### config.mk
export PLATFORM = sky130hd
export DESIGN_NAME = mem_arbiter
export DESIGN_NICKNAME = d
export VERILOG_FILES = /design/src/rtl/mem_arbiter.sv
export SDC_FILE = /design/constraint.sdc
export NUM_CORES = 1
export LEC_CHECK = 0
export ABC_AREA = 1
export BUFFER_PORTS_ARGS = -buffer_cell sky130_fd_sc_hd__buf_4
export CORE_AREA = 2 2 124 126
export CTS_BUF_LIST = sky130_fd_sc_hd__clkbuf_4
export CTS_CLUSTER_DIAMETER = 120
export CTS_CLUSTER_SIZE = 30
export DETAILED_ROUTE_END_ITERATION = 16
export DIE_AREA = 0 0 126 128
export PLACE_DENSITY = 0.74
export SLEW_MARGIN = 25
export SYNTH_ARGS = -nofsm -noshare
export SYNTH_HDL_FRONTEND = slang
export SYNTH_SLANG_ARGS = --single-unit
### constraint.sdc
create_clock -name clk -period 3.14 [get_ports clk]
set_clock_uncertainty 0.2 [all_clocks]
set_input_delay 0.157 -clock clk [delete_from_list [all_inputs] [get_ports clk]]
set_output_delay 0.157 -clock clk [all_outputs]
set_load 0.02 [all_outputs]
### src/rtl/mem_arbiter.sv
// mem_arbiter: round-robin arbiter and single-op sequencer in front of the
// 512 MiB data RAM. Port 0 is load/store, port 1 is instruction fetch. One RAM
// operation is in flight at a time: IDLE grants and latches, ISSUE pulses the
// RAM valid and samples its exception, WAIT holds the command until the RAM
// reports completion, then the owner gets a one-cycle done pulse.

package mem_arbiter_pkg;
  // RAM exception encoding shared with the RAM block.
  parameter int unsigned EXCEPTION_LEN = 4;
  parameter logic [EXCEPTION_LEN-1:0] EXCEP_OK                = 4'd0;
  parameter logic [EXCEPTION_LEN-1:0] EXCEP_INVALID_MEM_READ  = 4'd5;
  parameter logic [EXCEPTION_LEN-1:0] EXCEP_INVALID_MEM_WRITE = 4'd6;
endpackage

module mem_arbiter
  import mem_arbiter_pkg::*;
(
  input  logic                     clk,
  input  logic                     rst,

  // Port 0: load/store requester
  input  logic                     m0_req_In,
  input  logic [31:0]              m0_addr_In,
  input  logic [31:0]              m0_data_In,
  input  logic [1:0]               m0_width_In,
  input  logic                     m0_isRead_In,
  output logic                     m0_grant_Out,
  output logic                     m0_done_Out,
  output logic [31:0]              m0_data_Out,
  output logic [EXCEPTION_LEN-1:0] m0_exception_Out,

  // Port 1: instruction-fetch requester
  input  logic                     m1_req_In,
  input  logic [31:0]              m1_addr_In,
  input  logic [31:0]              m1_data_In,
  input  logic [1:0]               m1_width_In,
  input  logic                     m1_isRead_In,
  output logic                     m1_grant_Out,
  output logic                     m1_done_Out,
  output logic [31:0]              m1_data_Out,
  output logic [EXCEPTION_LEN-1:0] m1_exception_Out,

  // RAM request interface
  output logic [31:0]              ram_addr_Out,
  output logic [31:0]              ram_data_Out,
  output logic [1:0]               ram_width_Out,
  output logic                     ram_isRead_Out,
  output logic                     ram_valid_Out,
  input  logic [31:0]              ram_data_In,
  input  logic                     ram_ok_In,
  input  logic [EXCEPTION_LEN-1:0] ram_exception_In
);

  typedef enum logic [1:0] {
    StIdle,
    StIssue,
    StWait
  } state_e;

  state_e                   state_q;
  logic                     last_q;   // port granted most recently
  logic                     owner_q;  // port that owns the in-flight op
  logic                     ram_valid_q;
  logic [31:0]              ram_addr_q;
  logic [31:0]              ram_data_q;
  logic [1:0]               ram_width_q;
  logic                     ram_is_read_q;
  logic [EXCEPTION_LEN-1:0] exc_q;    // exception sampled in ISSUE

  logic                     m0_done_q;
  logic                     m1_done_q;
  logic [31:0]              m0_data_q;
  logic [31:0]              m1_data_q;
  logic [EXCEPTION_LEN-1:0] m0_exc_q;
  logic [EXCEPTION_LEN-1:0] m1_exc_q;

  logic                     any_req;
  logic                     win;      // winning port when any_req is set
  logic                     grant;    // a grant happens this cycle
  logic [31:0]              sel_addr;
  logic [31:0]              sel_data;
  logic [1:0]               sel_width;
  logic                     sel_is_read;

  // Round-robin winner selection and field mux for the winning requester.
  always_comb begin
    any_req = m0_req_In | m1_req_In;
    win     = 1'b0;
    if (m0_req_In && m1_req_In) begin
      // Contention: the port that was not served last goes first.
      win = ~last_q;
    end else if (m1_req_In) begin
      win = 1'b1;
    end
    sel_addr    = win ? m1_addr_In   : m0_addr_In;
    sel_data    = win ? m1_data_In   : m0_data_In;
    sel_width   = win ? m1_width_In  : m0_width_In;
    sel_is_read = win ? m1_isRead_In : m0_isRead_In;
  end

  // Grants are combinational, only in IDLE, and suppressed while in reset.
  always_comb begin
    grant        = (state_q == StIdle) && !rst && any_req;
    m0_grant_Out = grant && !win;
    m1_grant_Out = grant && win;
  end

  // Arbitration FSM with all registered outputs; reset abandons any op.
  always_ff @(posedge clk) begin
    if (rst) begin
      state_q       <= StIdle;
      last_q        <= 1'b1;
      owner_q       <= 1'b0;
      ram_valid_q   <= 1'b0;
      ram_addr_q    <= '0;
      ram_data_q    <= '0;
      ram_width_q   <= '0;
      ram_is_read_q <= 1'b0;
      exc_q         <= EXCEP_OK;
      m0_done_q     <= 1'b0;
      m1_done_q     <= 1'b0;
      m0_data_q     <= '0;
      m1_data_q     <= '0;
      m0_exc_q      <= EXCEP_OK;
      m1_exc_q      <= EXCEP_OK;
    end else begin
      // Single-cycle pulses default low.
      m0_done_q   <= 1'b0;
      m1_done_q   <= 1'b0;
      ram_valid_q <= 1'b0;
      unique case (state_q)
        StIdle: begin
          if (any_req) begin
            owner_q       <= win;
            last_q        <= win;
            ram_addr_q    <= sel_addr;
            ram_data_q    <= sel_data;
            ram_width_q   <= sel_width;
            ram_is_read_q <= sel_is_read;
            ram_valid_q   <= 1'b1;
            state_q       <= StIssue;
          end
        end
        StIssue: begin
          // The RAM presents its exception combinationally alongside valid.
          exc_q   <= ram_exception_In;
          state_q <= StWait;
        end
        StWait: begin
          if (ram_ok_In) begin
            if (owner_q) begin
              m1_done_q <= 1'b1;
              m1_exc_q  <= exc_q;
              if (ram_is_read_q) begin
                m1_data_q <= ram_data_In;
              end
            end else begin
              m0_done_q <= 1'b1;
              m0_exc_q  <= exc_q;
              if (ram_is_read_q) begin
                m0_data_q <= ram_data_In;
              end
            end
            state_q <= StIdle;
          end
        end
        default: state_q <= StIdle;
      endcase
    end
  end

  assign m0_done_Out      = m0_done_q;
  assign m1_done_Out      = m1_done_q;
  assign m0_data_Out      = m0_data_q;
  assign m1_data_Out      = m1_data_q;
  assign m0_exception_Out = m0_exc_q;
  assign m1_exception_Out = m1_exc_q;
  assign ram_addr_Out     = ram_addr_q;
  assign ram_data_Out     = ram_data_q;
  assign ram_width_Out    = ram_width_q;
  assign ram_isRead_Out   = ram_is_read_q;
  assign ram_valid_Out    = ram_valid_q;

endmodule

Yosys cells after proc, flatten, opt, wreduce, memory -nomap -nowiden

Cells that the tools add are included.

Register bits: 150
Bits of input ports: 175
Output and inout bits: 144
Logic and storage cells: 53

Equality and inequality tests: 4
Muxes and demuxes: 12
Bitwise logic cells: 6
Reductions and logical operators: 16

Operators with widths:

| operator                                                               | number |
|---|---|
| 32-bit 2-to-1 mux                                                      | 2 |
| 4-bit AND reduction                                                    | 2 |
| 1-bit 2-to-1 mux                                                       | 6 |
| 2-bit 2-to-1 mux                                                       | 3 |
| 2-bit one-hot mux with 3 select lines                                  | 1 |
| 3-bit AND reduction                                                    | 2 |
| 1-bit logical AND                                                      | 5 |
| 1-bit inverter                                                         | 5 |
| 2-bit != test (second input constant)                                  | 2 |
| 2-bit AND reduction                                                    | 2 |
| 3-bit OR reduction                                                     | 1 |
| 2-bit by 1-bit equality test with 1-bit output (second input constant) | 1 |
| 2-bit equality test (second input constant)                            | 1 |
| 1-bit zero test                                                        | 2 |
| 2-bit zero test                                                        | 1 |
| 2-bit OR reduction                                                     | 1 |
| 1-bit OR                                                               | 1 |

Longest topological paths before layout

Gate-level depths: netlist of the first run.

Word-level depth: 4
Depth in mapped cells: 8
Mapped depth without buffers: 7

Worst setup path after synthesis of the first run

Ideal clock, no wire load.

Path type: register to output
Start: register last_q
End: output m1_grant_Out
Arrival time: 1.090 ns
Required time: 2.783 ns
Setup slack: 1.693 ns
Cell stages (with the launch flop): 8
Path buffers: 2
Path through: dfxtp_1 -> nand2_1 -> nand2_1 -> inv_2 -> buf_2 -> buf_2 -> nand2_1 -> inv_1

Longest elaborated chain between the ends: 3

Ends and longest elaborated chain:

| element                | RTL line | text |
|---|---|---|
| from (decl)            | 61       | `logic last_q;` |
| from (signal assigned) | 135      | `last_q <= win;` |
| 1-bit inverter         | 91       | `win = ~last_q;` |
| 1-bit 2-to-1 mux       | 89       | `if (m0_req_In && m1_req_In) begin` |
| 1-bit logical AND      | 105      | `m1_grant_Out = grant && win;` |
| to (decl)              | 38       | `output logic m1_grant_Out,` |

Every way passes these cells.

Worst setup path after layout of the first run

Start: register state_q[0]
End: register ram_addr_q[4], in the netlist ram_addr_Out[4]

Longest elaborated chain between the ends: 2

Ends and longest elaborated chain:

| element                       | RTL line | text |
|---|---|---|
| from (decl)                   | 60       | `state_e state_q;` |
| from (signal assigned)        | 111      | `state_q <= StIdle;` |
| from (signal assigned)        | 141      | `state_q <= StIssue;` |
| from (signal assigned)        | 147      | `state_q <= StWait;` |
| 2-bit zero test               | 131      | `unique case (state_q)` |
| 2-bit AND reduction (no line) | n/a      |  |
| to (signal assigned)          | 136      | `ram_addr_q <= sel_addr;` |
| to (decl)                     | 64       | `logic [31:0] ram_addr_q;` |

Every way passes these cells.
A chain may end at the register's enable or synchronous reset.

==> results.yml, run 1 <==
status:
  status: "complete, no violations"
clocking:
  insertion_delay_ns: 0.56
  cts_sinks: 150
  clockBufferDepth: 2
  clkTransAtPathRegs_ns: 0.14
  cts_htree_levels: 4
  numCtsBuffers: 17
  postCtsResizedCells: 0
  root_buffer: "clkbuf_4"
  cts_tree: "yes"
worst_setup_path:
  rr_worst_depth: 8
  cp.required_ns: 3.45
  cp.arrival_ns: 3.28
  crit_end: "ram_addr_Out[4]$_SDFFE_PP0P_"
  crit_start: "state_q[0]$_SDFFE_PP0P_"
  start_kind: "register"
  path_class: "reg -> reg"
  worst_r2r_startpoint: "state_q[0]$_SDFFE_PP0P_"
  crit_fanout: 60
  r2r_end: "ram_addr_Out[4]$_SDFFE_PP0P_"
  crit_path_end_kind: "register"
  r2r_setup_slack_ns: 0.16
pwr:
  switching_share: 0.2947
  powerDensity_nw_per_um2: 453.6
  vdd_ir_drop_max_mv: 0.2796
  p_int_mw: 3.450
  switching_power_mw: 1.442
  seq_power_share: 0.430
  clockPowerShare: 0.312
  p_comb_frac: 0.258
  p_leak_nw: 5.304
synthesis:
  avgSynthCellArea_um2: 7.092
  netlist_instances: 859
  synth_top_family_by_area: "simple AND/OR/NAND/NOR gates"
  ys_warn_count: 0
  synth_seq_cells: 150
  synthMuxAreaShare: 0
  synthSimpleGateAreaFrac: 0.3335
  synth_area_um2: 6092
  syn_nets: 1034
  synth_fa_ha_area_frac: 0
  synth_xor_area_frac: 0
  seq_area_frac_synth: 0.4929
  ys_types: 20
  synth-compound-area-share: 0.09858
floorplan:
  core_um2: 14860
  core.rowCount: 45
  die_w_um: 126
  dieArea_um2: 16130
  die_h_um: 128
  io-pin-count: 319
  start_util: 0.4098
timing:
  finalCritPeriodShare: 0.9484
  finalCriticalPeriod_ns: 2.978
  grt_setup_unrepaired: "false"
  setup_viol: 0
  final-max-slew-violation-count: 0
  max_slew.worst_pin.slew_ns: 0.9927
  hold_viol: 0
  holdWs_ns: 0.1689
  fmax_mhz: 335.8
  tns_ns: 0
  relSlewSlack: 0.3382
detailed_routing:
  avgRoutedWirePerCell_um: 16.31
  wirelength_mm: 25.02
  vias_per_cell: 5.087
  drt_iter0_drc: 642
  vias: 7803
  drc_errors: 0
  dr.pass1.iters: 6
  ant_nets: 0
placed_design:
  portBuffers: 318
  place_hpwl_mm: 14.18
  gp_congestion: 0.8497
  placedCellCount: 1317
finish:
  drive_gt1_frac: 0.2781
  regArea_um2: 3003
  nFillCells: 1044
  multi_input_area_um2: 2648
  layout_commonest_cell: "buf_4"
  syn_to_final_growth_pct: 77.00
  final_nets: 1507
  instances_no_fill: 1534
  final_cell_mix: "buf_4 (330), nor2_1 (206), dlygate4sd3_1 (184)"
grt:
  grt_pass1_vias: 7637
  grt_pass1_wl_mm: 38.63
  antenna_found_initial: 1
  overflow: 0
  grt_usage: 0.3008
  grt_max_degree: 115
worst_hold_path:
  hold_class: "in -> reg"
run:
  cap_violations: 0
layout make-up:
cell class              count  share of cell area
clock inverters            15             0.02332
flip-flops and latches    150              0.2785
inverters                  47             0.01636
diodes                      1           0.0002321
repair buffers            515              0.4024
multi-input cells         601              0.2455
clock buffers              17             0.01184
well taps                 188             0.02181
stage by stage:
stage          worst slack, ns    util  cell area, µm²  power (mW)
6_report                0.1620  0.7254           10780       4.892
5_1_grt               0.003449  0.7254           10780       5.098
4_1_cts                 0.3518  0.7253           10780       4.862
3_5_place_dp             1.109  0.5758            8559       3.083
3_3_place_gp             1.075  0.5752            8549       3.076
2_1_floorplan            1.693       -            6092       2.624
registers in the layout, summed over array words and instances, names as in the netlist:
register          flops
state_q               2
m1_done_Out           1
m1_data_Out          32
ram_addr_Out         32
ram_width_Out         2
owner_q               1
m0_done_Out           1
ram_data_Out         32
last_q                1
ram_isRead_Out        1
m1_exception_Out      4
exc_q                 4
ram_valid_Out         1
m0_exception_Out      4
m0_data_Out          32
critical path, cell delays in order (launching register included):
cell and delay [ns]:
dfxtp_1 0.40, nor2_1 0.12, nand2_1 0.11, nor2_4 0.11, buf_4 0.48, nand3_1 0.19
dlygate4sd3_1 0.61, nand3_1 0.09, dlygate4sd3_1 0.59
synth_stat cells:
| cell | instances | area [µm²] |
|---|---|---|
| clkbuf_1 | 31 | 116.4 |
| nand3_1 | 88 | 440.4 |
| dfxtp_1 | 150 | 3003 |
| buf_2 | 17 | 85.08 |
| inv_2 | 3 | 11.26 |
| buf_1 | 3 | 11.26 |
| a21oi_1 | 5 | 25.02 |
| o21ai_1 | 24 | 120.1 |
| buf_4 | 7 | 52.55 |
| nand2_2 | 1 | 6.260 |
| o21ai_0 | 91 | 455.4 |
| nand3_2 | 2 | 20.02 |
| nor2_4 | 1 | 11.26 |
| nand3b_1 | 1 | 7.510 |
| nand2_1 | 114 | 427.9 |
| clkbuf_2 | 3 | 15.01 |
| nor2_1 | 206 | 773.2 |
| inv_1 | 44 | 165.2 |
| nor3_1 | 64 | 320.3 |
| nor2_2 | 4 | 25.02 |
worst min path at each step:
stage | from | to | depth (start not counted)
finish | ram_data_In[19] | m1_data_Out[19]$_SDFFE_PP0P_ | 4
global route | m0_addr_In[11] | ram_addr_Out[11]$_SDFFE_PP0P_ | 4
CTS | m0_addr_In[10] | ram_addr_Out[10]$_SDFFE_PP0P_ | 4
detailed placement | m1_addr_In[2] | ram_addr_Out[2]$_SDFFE_PP0P_ | 3
global placement | m1_width_In[1] | ram_width_Out[1]$_SDFFE_PP0P_ | 3
floorplan | rst | exc_q[3]$_SDFFE_PP0N_ | 1
timing repair:
item                                   4_1_cts  5_1_grt
hold buffers                               184        0
endpoints found under the hold margin      140        0
setup buffers                                0        0
metal layers:
metal,vias to the layer above,GRT usage,part of all wire,wire length (µm)
li1,3726,-,-,-
met1,3556,0.3414,0.38,9478
met2,429,0.5082,0.48,12120
met3,92,0.09516,0.088,2203
met4,0,0.1577,0.049,1226
met5,-,0,0,0
kinds of logic after synthesis:
family / Yosys count
AO/OA/AOI/OAI: 120
flip-flops: 150
buffers and inverters: 108
AND/OR/NAND/NOR: 481
power by group through the flow:
stage,registers (mW),logic (mW),clock network (mW)
5_1_grt,2.12,1.34,1.64
2_1_floorplan,2.27,0.358,0
3_3_place_gp,2.13,0.946,0
4_1_cts,2.09,1.21,1.56
3_5_place_dp,2.13,0.950,0
6_report,2.10,1.26,1.53
Power figures use the tool's default switching activity.
==> run 2, diff against run 1 <==
--- a/config.mk
+++ b/config.mk
@@ -13,7 +13,7 @@
 export CTS_CLUSTER_SIZE = 30
 export DETAILED_ROUTE_END_ITERATION = 16
 export DIE_AREA = 0 0 126 128
-export PLACE_DENSITY = 0.74
+export PLACE_DENSITY_LB_ADDON = 0.25
 export SLEW_MARGIN = 25
 export SYNTH_ARGS = -nofsm -noshare
 export SYNTH_HDL_FRONTEND = slang
==> results.yml, run 2 (same netlist as run 1, synthesis figures left out) <==
timing:
  finalCriticalPeriod_ns: 2.812
  tns_ns: 0
  setup_viol: 0
  setup_ws_ns: 0.3282
  max_slew.worst_pin.slew_ns: 0.9775
  grt_setup_unrepaired: "false"
  hold_viol: 0
  finalCritPeriodShare: 0.8955
  holdWs_ns: 0.03905
  final-max-slew-violation-count: 0
  fmax_mhz: 355.6
  relSlewSlack: 0.3483
floorplan:
  core.rowCount: 45
  dieArea_um2: 16130
  io-pin-count: 319
  die_h_um: 128
  core_um2: 14860
  start_util: 0.4098
  die_w_um: 126
finish:
  nFillCells: 1103
  regArea_um2: 3003
  final_cell_mix: "buf_4 (332), nor2_1 (206), dlygate4sd3_1 (184)"
  stdcell_area_um2: 10700
  multi_input_area_um2: 2654
  drive_gt1_frac: 0.2789
  instances_no_fill: 1537
  syn_to_final_growth_pct: 75.58
  layout_commonest_cell: "buf_4"
  final_nets: 1510
clocking:
  cts_tree: "yes"
  numCtsBuffers: 17
  postCtsResizedCells: 0
  cts_htree_levels: 4
  insertion_delay_ns: 0.56
  clockBufferDepth: 2
  cts_sinks: 150
  clkTransAtPathRegs_ns: 0.16
  root_buffer: "clkbuf_4"
worst_setup_path:
  cpPeakStageDelay_ns: 0.60
  cp.required_ns: 3.47
  start_kind: "register"
  path_class: "reg -> reg"
  cp.arrival_ns: 3.14
  slowest_stage: "dlygate4sd3_1"
  crit_fanout: 34
  critPathTopFamily: "buffers and inverters"
  rr_worst_depth: 8
  crit_chain: "nor2_1 -> nand2_1 -> nor2_4 -> buf_4 -> nand3_1 -> dlygate4sd3_1 -> nand3_1 -> dlygate4sd3_1"
  crit_path_end_kind: "register"
  worst-path-buf-inv: 3
  worst-path-stages: 8
grt:
  overflow: 0
  grt_pass1_vias: 7598
  antenna_found_initial: 1
  grt_usage: 0.2875
  grt_max_degree: 115
  grt_pass1_wl_mm: 37.23
placed_design:
  place_hpwl_mm: 13.62
  dp_worst_setup_slack_ns: 0.9721
  portBuffers: 318
  placedCellCount: 1315
  placed_area_um2: 8539
  gp_congestion: 0.8438
worst_hold_path:
  hold_class: "in -> reg"
  min_path_cells: 6
detailed_routing:
  wirelength_mm: 23.64
  dr.pass1.iters: 5
  avgRoutedWirePerCell_um: 15.38
  ant_nets: 0
  vias_per_cell: 5.037
  vias: 7742
  drt_iter0_drc: 543
  drc_errors: 0
pwr:
  vdd_ir_drop_max_mv: 0.2505
  powerDensity_nw_per_um2: 422.5
  p_leak_nw: 5.254
status:
  status: "complete, no violations"
run:
  cap_violations: 0
## run 2: area by class of cell
type / count / area share
antenna: 1 / 0.0002339
clock buffer: 17 / 0.01193
clock inverter: 15 / 0.01345
inverter: 47 / 0.01649
multi-input combinational: 602 / 0.2481
sequential: 150 / 0.2807
tap: 188 / 0.02199
timing repair buffer: 517 / 0.4071
## run 2: path summary, 6_finish.rpt
check                           slack, ns                      endpoint                    start
worst max register to register       0.33  ram_addr_Out[9]$_SDFFE_PP0P_  state_q[0]$_SDFFE_PP0P_
worst min-delay path                 0.04          owner_q$_SDFFE_PP0P_                m1_req_In
worst max-delay path                 0.33  ram_addr_Out[9]$_SDFFE_PP0P_  state_q[0]$_SDFFE_PP0P_
worst min register to register       0.29           last_q$_SDFFE_PP1P_      last_q$_SDFFE_PP1P_
## run 2: timing repair
item                       4_1_cts  5_1_grt
setup endpoints to repair        0        3
hold endpoints to repair       142        0
hold buffers                   184        0
buffers inserted                 0        4
## run 2: where the power goes
group          switching, mW  internal [mW]
logic                  0.619          0.625
clock network          0.766          0.410
registers             0.0726           2.03
total                   1.46           3.06
## run 2: stage by stage
step	utilization	total power, mW
after floorplan	-	2.624
after global placement	0.5742	3.066
after detailed placement	0.5745	3.070
after CTS	0.7167	4.488
after global routing	0.7196	4.737
final	0.7196	4.519
## run 2: metal layers
metal  vias to the layer above  wire length [µm]  global-route usage
met3                        96              1944             0.08306
met5                         -                 0                   0
met4                         0              1313              0.1803
li1                       3736                 -                   -
met1                      3514              8637              0.3091
met2                       396             11750              0.4981
## run 2: worst register-to-register path: stages, from the launching register on
cell,delay (ns)
dfxtp_1,0.40
nor2_1,0.13
nand2_1,0.15
nor2_4,0.19
buf_4,0.34
nand3_1,0.15
dlygate4sd3_1,0.60
nand3_1,0.08
dlygate4sd3_1,0.55
==> run 3, diff against run 2 <==
--- a/config.mk
+++ b/config.mk
@@ -7,12 +7,14 @@
 export LEC_CHECK = 0
 export ABC_AREA = 1
 export BUFFER_PORTS_ARGS = -buffer_cell sky130_fd_sc_hd__buf_4
-export CORE_AREA = 2 2 124 126
+export CELL_PAD_IN_SITES_DETAIL_PLACEMENT = 0
+export CELL_PAD_IN_SITES_GLOBAL_PLACEMENT = 1
+export CORE_ASPECT_RATIO = 1.25
+export CORE_UTILIZATION = 34
 export CTS_BUF_LIST = sky130_fd_sc_hd__clkbuf_4
 export CTS_CLUSTER_DIAMETER = 120
 export CTS_CLUSTER_SIZE = 30
 export DETAILED_ROUTE_END_ITERATION = 16
-export DIE_AREA = 0 0 126 128
 export PLACE_DENSITY_LB_ADDON = 0.25
 export SLEW_MARGIN = 25
 export SYNTH_ARGS = -nofsm -noshare
==> results.yml, run 3 (same netlist as run 1, synthesis figures left out) <==
finish:
  drive_gt1_frac: 0.2786
  layout_commonest_cell: "buf_4"
  final_nets: 1508
  nFillCells: 1616
  final_cell_mix: "buf_4 (330), nor2_1 (206), dlygate4sd3_1 (183)"
  final_core_util: 0.6135
  stdcell_area_um2: 10740
  syn_to_final_growth_pct: 76.24
detailed_routing:
  avgRoutedWirePerCell_um: 14.14
  drc_errors: 0
  vias: 7420
  wirelength_mm: 22.22
  dr.pass1.iters: 5
  ant_nets: 0
  drt_iter0_drc: 398
  vias_per_cell: 4.723
worst_setup_path:
  cp.arrival_ns: 3.28
  crit_end: "ram_addr_Out[8]$_SDFFE_PP0P_"
  crit_start: "state_q[1]$_SDFFE_PP0P_"
  cp.required_ns: 3.45
  start_kind: "register"
  r2r_end: "ram_addr_Out[8]$_SDFFE_PP0P_"
  crit_path_end_kind: "register"
  r2r_setup_slack_ns: 0.17
  rr_worst_depth: 8
  crit_fanout: 24
  path_class: "reg -> reg"
  worst_r2r_startpoint: "state_q[1]$_SDFFE_PP0P_"
grt:
  antenna_found_initial: 1
  overflow: 0
  grt_pass1_wl_mm: 34.38
  grt_pass1_vias: 7194
  grt_usage: 0.2353
  grt_max_degree: 115
pwr:
  vdd_ir_drop_max_mv: 0.2445
  p_leak_nw: 5.253
  powerDensity_nw_per_um2: 421.6
status:
  status: "complete, no violations"
timing:
  fmax_mhz: 337.3
  finalCriticalPeriod_ns: 2.965
  setup_ws_ns: 0.1749
  max_slew.worst_pin.slew_ns: 0.7446
  final-max-slew-violation-count: 0
  setup_viol: 0
  tns_ns: 0
  grt_setup_unrepaired: "false"
  relSlewSlack: 0.5031
  hold_viol: 0
  finalCritPeriodShare: 0.9443
floorplan:
  dieArea_um2: 18460
  core_um2: 17500
  core.rowCount: 54
  io-pin-count: 319
  die_w_um: 121.7
  start_util: 0.3481
  die_h_um: 151.7
clocking:
  insertion_delay_ns: 0.54
  cts_tree: "yes"
  numCtsBuffers: 17
  root_buffer: "clkbuf_4"
  clkTransAtPathRegs_ns: 0.14
  clockBufferDepth: 2
  cts_sinks: 150
  cts_htree_levels: 4
  cts_setup_buffers: 0
worst_hold_path:
  hold_class: "in -> reg"
placed_design:
  gp_congestion: 0.7804
  portBuffers: 318
  placed_area_um2: 8594
  place_hpwl_mm: 13.76
  dp_worst_setup_slack_ns: 1.110
run:
  cap_violations: 0
==> run 3: cell count changes in the layout (fill, tap and decap cells not counted) <==
cell,change
bufinv_16,+1
inv_6,-3
nor2_2,+2
nor2_4,-2
clkinvlp_4,+1
inv_8,-1
buf_12,+1
buf_4,-2
dlygate4sd3_1,-1
clkinv_2,+2
==> run 3: where the power goes <==
part | internal (mW) | leakage [nW] | switching, mW | total (mW)
registers | 2.03 | 1.23 | 0.0705 | 2.10
clock network | 0.474 | 0.147 | 0.746 | 1.22
logic | 0.621 | 3.88 | 0.589 | 1.21
==> run 3: stage by stage <==
stage	hold slack [ns]	instances	power, mW
5_1_grt	0.07041	1571	4.761
6_report	0.08856	1571	4.527
3_3_place_gp	0.1839	1353	3.069
3_5_place_dp	0.1886	1353	3.070
2_1_floorplan	0.02607	859	2.624
4_1_cts	0.02518	1568	4.548
==> run 3: worst min-delay path by stage <==
| stage | from | endpoint | slack (ns) | cells past startpoint |
|---|---|---|---|---|
| final | m1_req_In | last_q$_SDFFE_PP1P_ | 0.09 | 6 |
| after global routing | m1_req_In | last_q$_SDFFE_PP1P_ | 0.07 | 6 |
| after CTS | m1_req_In | last_q$_SDFFE_PP1P_ | 0.03 | 6 |
| after detailed placement | m1_addr_In[10] | ram_addr_Out[10]$_SDFFE_PP0P_ | 0.19 | 3 |
| after global placement | m1_addr_In[4] | ram_addr_Out[4]$_SDFFE_PP0P_ | 0.18 | 3 |
| after floorplan | rst | exc_q[3]$_SDFFE_PP0N_ | 0.03 | 1 |
==> run 3: what timing repair did <==
action | CTS | global route
hold buffers | 183 | 0
resized for setup | 0 | 0
setup endpoints to repair | 0 | 4
hold endpoints to repair | 150 | 0
==> run 3: critical path, cell delays in order, from the launching register on <==
cell           delay (ns)
dfxtp_1              0.38
nor2_1               0.12
nand2_1              0.14
nor2_4               0.43
buf_4                0.34
nand3_1              0.10
dlygate4sd3_1        0.58
nand3_1              0.07
dlygate4sd3_1        0.55
==> run 3: area by class of cell <==
class,count,area (µm²),share of cell area
Clock inverter,15,153.9,0.01433
Multi-Input combinational cell,602,2644,0.2462
Antenna cell,1,2.502,0.0002331
Inverter,47,176.4,0.01643
Timing Repair Buffer,515,4349,0.4051
Sequential cell,150,3003,0.2797
Tap cell,224,280.3,0.02610
Clock buffer,17,127.6,0.01189
==> run 3: layer usage <==
layer / global-route usage / share of wire
met2: 0.3980 / 0.50
met3: 0.07373 / 0.074
met4: 0.09568 / 0.025
met1: 0.2743 / 0.40
met5: 0 / 0
